`src/rtl/mem_responder.sv`:
```
// Single-port memory responder: 16x32 store with per-entry written flags,
// registered read/write response and saturating write/read/miss counters.
module mem_responder #(
    parameter int unsigned ADDR_W = 4,
    parameter int unsigned DATA_W = 32,
    parameter int unsigned CNT_W  = 16
) (
    input  logic              clk,
    input  logic              irst,
    input  logic              en,
    input  logic [ADDR_W-1:0] addr,
    input  logic [DATA_W-1:0] data_in,
    output logic [DATA_W-1:0] data_out,
    output logic              valid_out,
    output logic [CNT_W-1:0]  wr_count,
    output logic [CNT_W-1:0]  rd_count,
    output logic [CNT_W-1:0]  miss_count
);

    localparam int unsigned DEPTH = 1 << ADDR_W;

    typedef enum logic [0:0] {
        ST_RESET  = 1'b0,
        ST_ACTIVE = 1'b1
    } state_t;

    state_t              r_state;
    state_t              w_state_nxt;
    logic                w_op;

    logic [DATA_W-1:0]   r_mem [DEPTH];
    logic [DEPTH-1:0]    r_wvalid;
    logic [DATA_W-1:0]   r_data_out;
    logic                r_valid_out;
    logic [CNT_W-1:0]    r_wr_count;
    logic [CNT_W-1:0]    r_rd_count;
    logic [CNT_W-1:0]    r_miss_count;

    always_ff @(posedge clk) begin
        if (irst) r_state <= ST_RESET;
        else      r_state <= w_state_nxt;
    end

    // The first posedge leaving RESET already carries a live operation.
    always_comb begin
        w_state_nxt = r_state;
        w_op        = 1'b0;
        case (r_state)
            ST_RESET: begin
                if (!irst) begin
                    w_state_nxt = ST_ACTIVE;
                    w_op        = 1'b1;
                end
            end
            ST_ACTIVE: begin
                if (irst) w_state_nxt = ST_RESET;
                else      w_op        = 1'b1;
            end
            default: w_state_nxt = ST_RESET;
        endcase
    end

    always_ff @(posedge clk) begin
        if (irst) begin
            for (int unsigned i = 0; i < DEPTH; i++) r_mem[i] <= '0;
            r_wvalid     <= '0;
            r_data_out   <= '0;
            r_valid_out  <= 1'b0;
            r_wr_count   <= '0;
            r_rd_count   <= '0;
            r_miss_count <= '0;
        end else if (w_op) begin
            if (en) begin
                r_mem[addr]    <= data_in;
                r_wvalid[addr] <= 1'b1;
                r_valid_out    <= 1'b1;
                if (r_wr_count != '1) r_wr_count <= r_wr_count + CNT_W'(1);
            end else begin
                if (r_rd_count != '1) r_rd_count <= r_rd_count + CNT_W'(1);
                if (r_wvalid[addr]) begin
                    r_data_out  <= r_mem[addr];
                    r_valid_out <= 1'b1;
                end else begin
                    r_data_out  <= '0;
                    r_valid_out <= 1'b0;
                    if (r_miss_count != '1) r_miss_count <= r_miss_count + CNT_W'(1);
                end
            end
        end
    end

    assign data_out   = r_data_out;
    assign valid_out  = r_valid_out;
    assign wr_count   = r_wr_count;
    assign rd_count   = r_rd_count;
    assign miss_count = r_miss_count;

endmodule
```
`config.mk`:
```
export PLATFORM = sky130hd
export DESIGN_NAME = mem_responder
export DESIGN_NICKNAME = d
export VERILOG_FILES = /design/src/rtl/mem_responder.sv
export SDC_FILE = /design/constraint.sdc
export NUM_CORES = 1
export LEC_CHECK = 0
export CAP_MARGIN = 10
export CORE_MARGIN = 8
export CORE_UTILIZATION = 30
export DETAILED_ROUTE_END_ITERATION = 8
export GPL_TIMING_DRIVEN = 0
export MAX_ROUTING_LAYER = met4
export PLACE_DENSITY_LB_ADDON = 0.12
export SKIP_CTS_REPAIR_TIMING = 1
export SLEW_MARGIN = 10
export SYNTH_ARGS = -nofsm -noshare
export SYNTH_HDL_FRONTEND = slang
export SYNTH_SLANG_ARGS = --single-unit
```
`constraint.sdc`:
```
create_clock -name clk -period 12.09 [get_ports clk]
set_input_delay 1.209 -clock clk [delete_from_list [all_inputs] [get_ports clk]]
set_output_delay 1.209 -clock clk [all_outputs]
set_load 0.005 [all_outputs]
```
==> results of run 1 <==
-- synthesized netlist by cell type, types with 2 or more instances --
cell	count
nand4_1	13
or3_1	2
and4b_1	3
xor2_1	15
inv_1	7
a41o_1	2
or4_1	2
nor4_1	5
a21o_1	16
buf_2	17
buf_6	5
edfxtp_1	512
nand3_1	13
nand2b_1	3
a211oi_1	2
clkbuf_1	113
nor3_1	12
dfxtp_1	97
mux2i_1	10
ha_1	3
mux2_1	5
a211o_1	2
or2_2	4
nor2b_1	7
a311oi_1	2
and3_1	2
and2_1	512
nand2_1	23
o21ai_0	16
a21oi_1	9
a31oi_1	2
nor2_1	69
and4_1	5
xnor2_1	11
buf_1	2
mux4_2	161
nand3b_1	3
buf_4	2
a32o_1	32
-- cells by family (layout without fill, tap and decap cells) --
kind of cell	after synthesis	after routing	share of synthesized area
and+or+nand+nor	683	683	0.1516
DFF	609	609	0.6453
muxes	176	176	0.1409
buffers and inverters	148	424	0.02359
AOI/OAI and AO/OA	96	96	0.02872
xor gates and xnor gates	26	26	0.008485
adders and majority gates	3	3	0.001399
other	0	2	0
-- worst max-delay path, cell delays in order --
cell and delay (ns):
clkdlybuf4s50_1 0.52, buf_2 0.31, buf_2 0.37, buf_4 0.31, nand3_1 0.38, nor3_1 1.06, or2_2 0.97
-- cell type report --
class                      count  area, µm²
timing repair buffer         141       1748
tap                         1165       1458
clock buffer                 115       2212
multi-input combinational    984       9032
sequential                   609      17320
buffer                       140      603.1
clock inverter                20      171.4
inverter                       8      30.03
antenna                        2      5.005
fill                        8347      55930
-- sequential cells by signal, summed over array words and instances, names as in the netlist --
| signal | flops |
|---|---|
| valid_out | 1 |
| wr_count | 16 |
| rd_count | 16 |
| r_wvalid | 16 |
| r_mem | 512 |
| miss_count | 16 |
| data_out | 32 |
-- where the power goes --
group	total, mW	internal (mW)	switching (mW)	leakage (nW)
clock	2.20	1.32	0.877	1.15
sequential	2.41	2.38	0.0301	5.67
combinational	0.371	0.164	0.207	4.31
total	4.98	3.86	1.11	11.1
-- layer usage --
layer,part of all wire,track usage,vias to the layer above
met5,0,-,-
met4,0.022,0.04508,0
met3,0.061,0.03614,109
met2,0.50,0.2784,439
met1,0.42,0.2035,7988
li1,-,-,6929
-- metrics by stage --
stage / utilization / setup WS [ns] / power [mW] / hold WS [ns] / std cells
after global placement: 0.3329 / 2.873 / 2.808 / 0.4338 / 3023
after floorplan: - / 7.347 / 2.649 / 0.4192 / 1741
final: 0.3680 / 7.109 / 4.977 / 0.4564 / 3184
after global routing: 0.3680 / 6.892 / 5.149 / 0.4650 / 3184
after CTS: 0.3679 / 7.045 / 5.044 / 0.4544 / 3181
after detailed placement: 0.3409 / 6.418 / 2.835 / 0.4407 / 3046
-- worst paths after layout --
path	start	to	cells after the start
setup / recovery	addr[1]	r_mem[3][19]$_SDFFCE_PN0P_	7
hold / removal	r_wvalid[6]$_SDFFE_PP0P_	r_wvalid[6]$_SDFFE_PP0P_	1
setup reg to reg	r_wvalid[14]$_SDFFE_PP0P_	data_out[1]$_SDFFE_PP0N_	5
hold reg to reg	r_wvalid[6]$_SDFFE_PP0P_	r_wvalid[6]$_SDFFE_PP0P_	1
==> results.json, run 1 <==
{
  "min_period_ns": 4.981,
  "synth_top_area_cell": "edfxtp_1",
  "cp.arrival_ns": 5.20,
  "grt_pass1_vias": 16370,
  "viasPerCell": 4.857,
  "htreeDepth": 3,
  "fin_tns_setup_ns": 0,
  "wl_per_cell_um": 25.11,
  "ys_ff_latch": 609,
  "firstDrtPassIters": 5,
  "slew_violations": 0,
  "peakVddDrop_v": 0.00008187,
  "min_path_type": "reg -> reg",
  "worst_pin_slew_ns": 1.210,
  "path_class": "in -> reg",
  "endpoint_kind": "flip-flop",
  "clkSlewWorstSetupHoldPaths_ns": 0.06,
  "crit_path_start_kind": "input pin",
  "wirelength_um": 79940,
  "core_um2": 88510,
  "routabilityCongestion": 0.7448,
  "ys_seq_area_frac": 0.6453,
  "fmax_mhz": 200.8,
  "rsz0062_at_grt": "no",
  "finalSetupViolCount": 0,
  "fp.dieH_um": 315.1,
  "cts_buffers": 74,
  "core.rowCount": 109,
  "yosys-top-cells-area": "edfxtp_1, mux4_2, and2_1",
  "synth_edf_count": 512,
  "grt_pass1_wl_um": 116300,
  "ios": 120,
  "max_cap_viol_count": 0,
  "die_x_um": 315.1,
  "synth.distinct_cells": 59,
  "cts_tree": "built",
  "start_util": 0.3032,
  "clock_path_buffers": 3,
  "status": "finished clean",
  "io_buffers": 117,
  "grt_max_degree": 33,
  "synth_top_area_share": 0.5729,
  "skew_ns": 0.01722,
  "antenna_found_initial": 4,
  "grt_usage": 0.1663,
  "most-common-layout-cells": "and2_1, edfxtp_1, mux4_2, clkbuf_1, clkdlybuf4s50_1",
  "clockRootBuffer": "clkbuf_16",
  "synth_cells": 1741,
  "async_flop_share": 0,
  "hpwlAfterDp_um": 55950,
  "insertion_delay_ns": 0.61,
  "grt_overflow": 0,
  "yosys_warnings": 0,
  "drc": 0,
  "vias": 15470,
  "ant_nets": 0,
  "place_area_um2": 30180,
  "drtIter0Drc": 1298,
  "r2r_slack_ns": 9.89,
  "netlist_area_um2": 26840,
  "drive_gt1_frac": 0.1651,
  "hold_violations": 0,
  "syn_nets": 1783,
  "required_ns": 12.31,
  "die-area_um2": 99280,
  "syn_to_final_growth_pct": 21.39,
  "stdcell_area_um2": 32580,
  "worstPathMaxFanout": 32,
  "postSynthAreaPerCell_um2": 15.41,
  "slew_headroom": 0.1871,
  "p_per_area_nw_per_um2": 152.8,
  "fin_crit_sh": 0.4120,
  "nets": 2000,
  "synthFlopType": "edfxtp_1",
  "cts_sinks": 609,
  "p_leak_nw": 11.13
}
Power figures use the tool's default switching activity.
==> run 2, diff against run 1 <==
==> constraint.sdc (replaced) <==
create_clock -name clk -period 5.17 [get_ports clk]
set_input_delay 0.517 -clock clk [delete_from_list [all_inputs] [get_ports clk]]
set_output_delay 0.517 -clock clk [all_outputs]
set_load 0.005 [all_outputs]
==> results of run 2 <==
Same layout as run 1 (identical final DEF). Status: finished clean.
Main changes from that run: setup slack after placement 6.418 ns -> 0.1898 ns; setup slack after layout 7.109 ns -> 0.8814 ns; register-to-register setup slack 9.89 ns -> 2.97 ns; total power 4.977 mW -> 11.64 mW; worst IR drop on VDD 0.00008187 V -> 0.0001915 V
==> run 3, diff against run 2 <==
==> constraint.sdc (replaced) <==
create_clock -name clk -period 3.7 [get_ports clk]
set_input_delay 0.37 -clock clk [delete_from_list [all_inputs] [get_ports clk]]
set_output_delay 0.37 -clock clk [all_outputs]
set_load 0.005 [all_outputs]
==> run 3 against run 2 <==
Cell count decreased by 0.19%. Critical path type unchanged. Critical endpoint is now r_mem[15][13]$_SDFFCE_PN0P_. Core utilization decreased by 0.12 points. Largest cell class unchanged. Highest routed layer unchanged. Register-to-register slack worse by 1.4 ns. Power is 37% higher.
==> results.json, run 3 (synthesis gave the netlist of run 1 again) <==
{
  "fin_tns_setup_ns": 0,
  "cts_sinks": 609,
  "drc": 0,
  "drtIter0Drc": 1088,
  "core.rowCount": 109,
  "htreeDepth": 3,
  "endpoint_kind": "flip-flop",
  "clock_path_buffers": 3,
  "largest_register_ffs": 512,
  "cp.arrival_ns": 4.07,
  "final_cells": 3178,
  "skew_ns": 0.01672,
  "viasPerCell": 4.866,
  "slew_violations": 0,
  "min_path_type": "reg -> reg",
  "max_cap_viol_count": 0,
  "io_buffers": 117,
  "clkSlewWorstSetupHoldPaths_ns": 0.05,
  "crit_slowest_cell": "clkbuf_1",
  "cts_buffers": 72,
  "clockRootBuffer": "clkbuf_16",
  "nFillCells": 8314,
  "top_register": "r_mem",
  "status": "finished clean",
  "multi_input_area_um2": 9054,
  "busiest_layer": "met2",
  "ios": 120,
  "worstPathMaxFanout": 10,
  "drive_gt1_frac": 0.1636,
  "path_class": "in -> reg",
  "slew_headroom": 0.2086,
  "antenna_found_initial": 7,
  "fp.dieH_um": 315.1,
  "die-area_um2": 99280,
  "critPathTopFamily": "buffers and inverters",
  "seqCellArea_um2": 17320,
  "wirelength_um": 79770,
  "path_buf_inv": 4,
  "core_um2": 88510,
  "most-common-layout-cells": "and2_1, edfxtp_1, mux4_2, clkbuf_1, clkdlybuf4s50_1",
  "grt_pass1_vias": 16440,
  "grt_usage": 0.1649,
  "path_cells": "clkdlybuf4s50_1, buf_4, buf_1, nand2_1, nor2_1, clkbuf_1, and2_1",
  "syn_to_final_growth_pct": 21.00,
  "cts_tree": "built",
  "fmax_mhz": 277.8,
  "post-place-cells": 3047,
  "worst_pin_slew_ns": 1.187,
  "rsz0062_at_grt": "no",
  "crit_path_start_kind": "input pin",
  "fin_crit_sh": 0.9730,
  "routabilityCongestion": 0.7555,
  "p_leak_nw": 11.08,
  "grt_max_degree": 33,
  "grtUsageMet1": 0.2026,
  "grt_pass1_wl_um": 115800,
  "hpwlAfterDp_um": 55810,
  "nets": 1998,
  "grtUsageMet3": 0.03018,
  "use_met2": 0.2794,
  "die_x_um": 315.1,
  "ant_nets": 0,
  "min_period_ns": 3.600,
  "vias": 15460,
  "wl_per_cell_um": 25.10,
  "cp_slowest_stage_delay_ns": 0.85,
  "power_mw": 15.99,
  "firstDrtPassIters": 5,
  "start_util": 0.3032,
  "grt_overflow": 0,
  "required_ns": 4.17,
  "insertion_delay_ns": 0.60,
  "p_per_area_nw_per_um2": 492.3,
  "hold_violations": 0,
  "finalSetupViolCount": 0,
  "peakVddDrop_v": 0.0003139
}
## run 3: cell count changes in the layout (fill, tap and decap cells not counted), moves of 2 or more
| cell | delta |
|---|---|
| clkbuf_8 | -2 |
| clkinv_1 | -7 |
| clkbuf_1 | +6 |
| or2_4 | +4 |
| inv_6 | +3 |
| clkbuf_16 | -4 |
| clkinvlp_4 | -2 |
| or2_2 | -4 |
## run 3: final cells by class
class                           instances  share of cell area
Multi-Input combinational cell        984              0.2788
Sequential cell                       609              0.5333
Inverter                                8           0.0009247
Tap cell                             1165             0.04489
Antenna cell                            2           0.0001541
Clock inverter                         14            0.004816
Buffer                                140             0.01857
Timing Repair Buffer                  141             0.05371
Clock buffer                          115             0.06488
## run 3: report_power, final
part / leakage, nW / switching [mW] / internal, mW
clock: 1.10 / 2.79 / 4.11
sequential: 5.67 / 0.0990 / 7.77
combinational: 4.31 / 0.672 / 0.538
total: 11.1 / 3.56 / 12.4
## run 3: path summary, 6_finish.rpt
kind	end	depth (start not counted)	slack, ns	startpoint
worst max-delay path	r_mem[15][13]$_SDFFCE_PN0P_	7	0.1	addr[3]
worst min-delay path	r_wvalid[5]$_SDFFE_PP0P_	1	0.45	r_wvalid[5]$_SDFFE_PP0P_
worst max register to register	data_out[15]$_SDFFE_PP0N_	5	1.54	r_wvalid[14]$_SDFFE_PP0P_
worst min register to register	r_wvalid[5]$_SDFFE_PP0P_	1	0.45	r_wvalid[5]$_SDFFE_PP0P_
## run 3: worst reg2reg max path: cells and delay by family, from the launching register on
kind | cells | cell delay, ns
DFF | 1 | 0.33
muxes | 2 | 0.65
AOI/OAI and AO/OA | 2 | 0.69
buffers and inverters | 1 | 0.42
## run 3: metrics by stage
stage	hold WS, ns	setup WS, ns	utilization	area [µm²]
2_1_floorplan	0.4192	-0.2042	-	26840
3_3_place_gp	0.4343	-4.563	0.3329	29470
3_5_place_dp	0.4406	-0.8208	0.3411	30190
4_1_cts	0.4533	-0.1896	0.3666	32450
5_1_grt	0.4640	0.01424	0.3669	32470
6_report	0.4529	0.09973	0.3669	32470
## run 3: layer usage
metal  share of wire  vias up
met2            0.50      403
li1                -     6939
met3           0.056       99
met5               0        -
met1            0.42     8023
met4           0.022        0
==> edit, RTL diff (flow settings as in run 3) <==
`DATA_W`: 32 -> 64.
--- a/src/rtl/mem_responder.sv
+++ b/src/rtl/mem_responder.sv
@@ -2,7 +2,7 @@
 // registered read/write response and saturating write/read/miss counters.
 module mem_responder #(
     parameter int unsigned ADDR_W = 4,
-    parameter int unsigned DATA_W = 32,
+    parameter int unsigned DATA_W = 64,
     parameter int unsigned CNT_W  = 16
 ) (
     input  logic              clk,
Ports: changed (resized data_in and data_out); port bits go from 120 to 184. No check against the original RTL was run, so the function may have changed too.
==> edit against run 3 <==
  * Power up 91%
  * Sequential share of layout area up 1.4 points
  * Cell area up 88%
  * Fmax up 3.2%
  * Cell count up 88%
  * Wire length up 94%
  * Count of clock-buffer cells in the layout up 85
  * Synthesized area up 88%
  * Clock skew up 0.0091 ns
  * Utilization down 0.28 points
  * Setup slack better by 0.11 ns
  * Sequential cell count up 544
  * Largest cell class unchanged
==> edit: results (changes against run 3) <==
Clocking
  – Clock Latency Late Sink: 0.77 ns (+0.17 ns)
  – Cts bufs inserted: 138 (+92%)
  – CTS H-tree lvls: 4 (+1)

Timing
  – WHS: 0.331 ns (-0.122 ns)
  – Final min period: 3.49 ns (-0.112 ns)
  – Slew HR: 0.144 (-0.0646)
  – Worst Skew: 0.0258 ns (+0.00905 ns)

Yosys
  – Post-synthesis compound-gate area fraction: 0.0150 (-0.0137)
  – Most frequent cells after synthesis: 1026 x and2_1, 1024 x edfxtp_1, 322 x mux4_2, 230 x clkbuf_1, 129 x dfxtp_1
  – Seq/Total Area, Yosys: 0.659 (+0.0138)
  – XOR/XNOR Fraction of Synth Area: 0.00468 (-0.00381)
  – Number of flops mapped to enable cells by yosys: 1024 (+100%)
  – Adder-Cell Fraction of Synth Area: 0.000742 (-0.000657)
  – Yosys cell types: 43 (-27%)
  – Number of cells produced by synthesis: 3251 (+87%)
  – Asr flop ratio synth: 0 (unchanged)
  – Synth top area cells: edfxtp_1 61%, mux4_2 14%, and2_1 13%, dfxtp_1 5.1%, clkbuf_1 1.7%

Placed design
  – DP HPWL: 105 mm (+88%)
  – Buffers on Ports: 181 (+55%)
  – Final Wtd Congestion: 0.735 (-2.7%)
  – DP Area: 56600 um^2 (+87%)
  – Placed insts: 5691 (+87%)
  – Post-place setup slack: -0.889 ns (-0.0679 ns)

Drt
  – Routed vias/inst: 4.68 (-3.9%)
  – WL per Instance: 25.9 um (+3.4%)
  – Initial drt markers: 1986 (+83%)

Power
  – Reg power frac: 0.492 (about the same)
  – Worst IR Drop VDD: 0.490 mV (+56%)
  – NetSw: 7.03 mW (+97%)

Setup path
  – Crit path from: addr[1]
  – Capture point of the worst reg-to-reg path: data_out[57]
  – CP endpoint: data_out[12]
  – Worst flop-to-flop path startpoint: r_wvalid[9]
  – Reg2Reg Setup Slack: 1.15 ns (-0.39 ns)
  – R2R depth: 7 (+2)
  – Critical Path Max Stage Delay: 0.98 ns (+0.13 ns)
  – CP Data Arrival Time: 4.11 ns (+0.04 ns)

Layout
  – Layout cells sized above 1: 0.167 (+0.00324)
  – # fillers: 16000 (+92%)
  – Final cell count without fillers: 5959 (+88%)
  – Max FFs per register: 1024 (+100%)
  – Final instance area: 61000 um^2 (+88%)

Run status
  – Status: finished, final reports clean

Hold path
  – Hold path depth: 4 (+3)
  – Worst Hold Launch: addr[0]
  – Hold Path Class: in2reg

Global routing
  – Overall Global Routing Usage: 0.174 (+0.00890)
  – Number of global-route vias before repair: 29600 (+80%)
  – First-pass GRT wire length: 220 mm (+90%)
  – Initial antenna violation count: 32 (+25)
-- edit: cell types whose count changed in the layout (fill, tap and decap cells not counted), sizes merged, moves of 64 or more --
cell,run 3,this run
and2,512,1026
mux4,161,322
edfxtp,512,1024
o21ai,17,85
inv,12,80
clkdlybuf4s50,117,181
clkbuf,228,429
-- edit: metal layers --
metal  vias to the layer above  share of wire  track usage  wire [um]
li1                      12600              -            -          -
met1                     14400           0.42        0.217      65300
met2                       626           0.51        0.292      78400
met3                       219          0.045       0.0283       7000
met4                         0          0.026       0.0532       3970
met5                         -              0            -          0
-- edit: cell type report --
| class | count | share of cell area |
|---|---|---|
| Multi-Input combinational cell | 1751 | 0.263 |
| Inverter | 74 | 0.00456 |
| Clock buffer | 200 | 0.0644 |
| Timing Repair Buffer | 236 | 0.0509 |
| Buffer | 274 | 0.0178 |
| Sequential cell | 1153 | 0.547 |
| Clock inverter | 52 | 0.00628 |
| Antenna cell | 15 | 0.000616 |
| Tap cell | 2204 | 0.0452 |
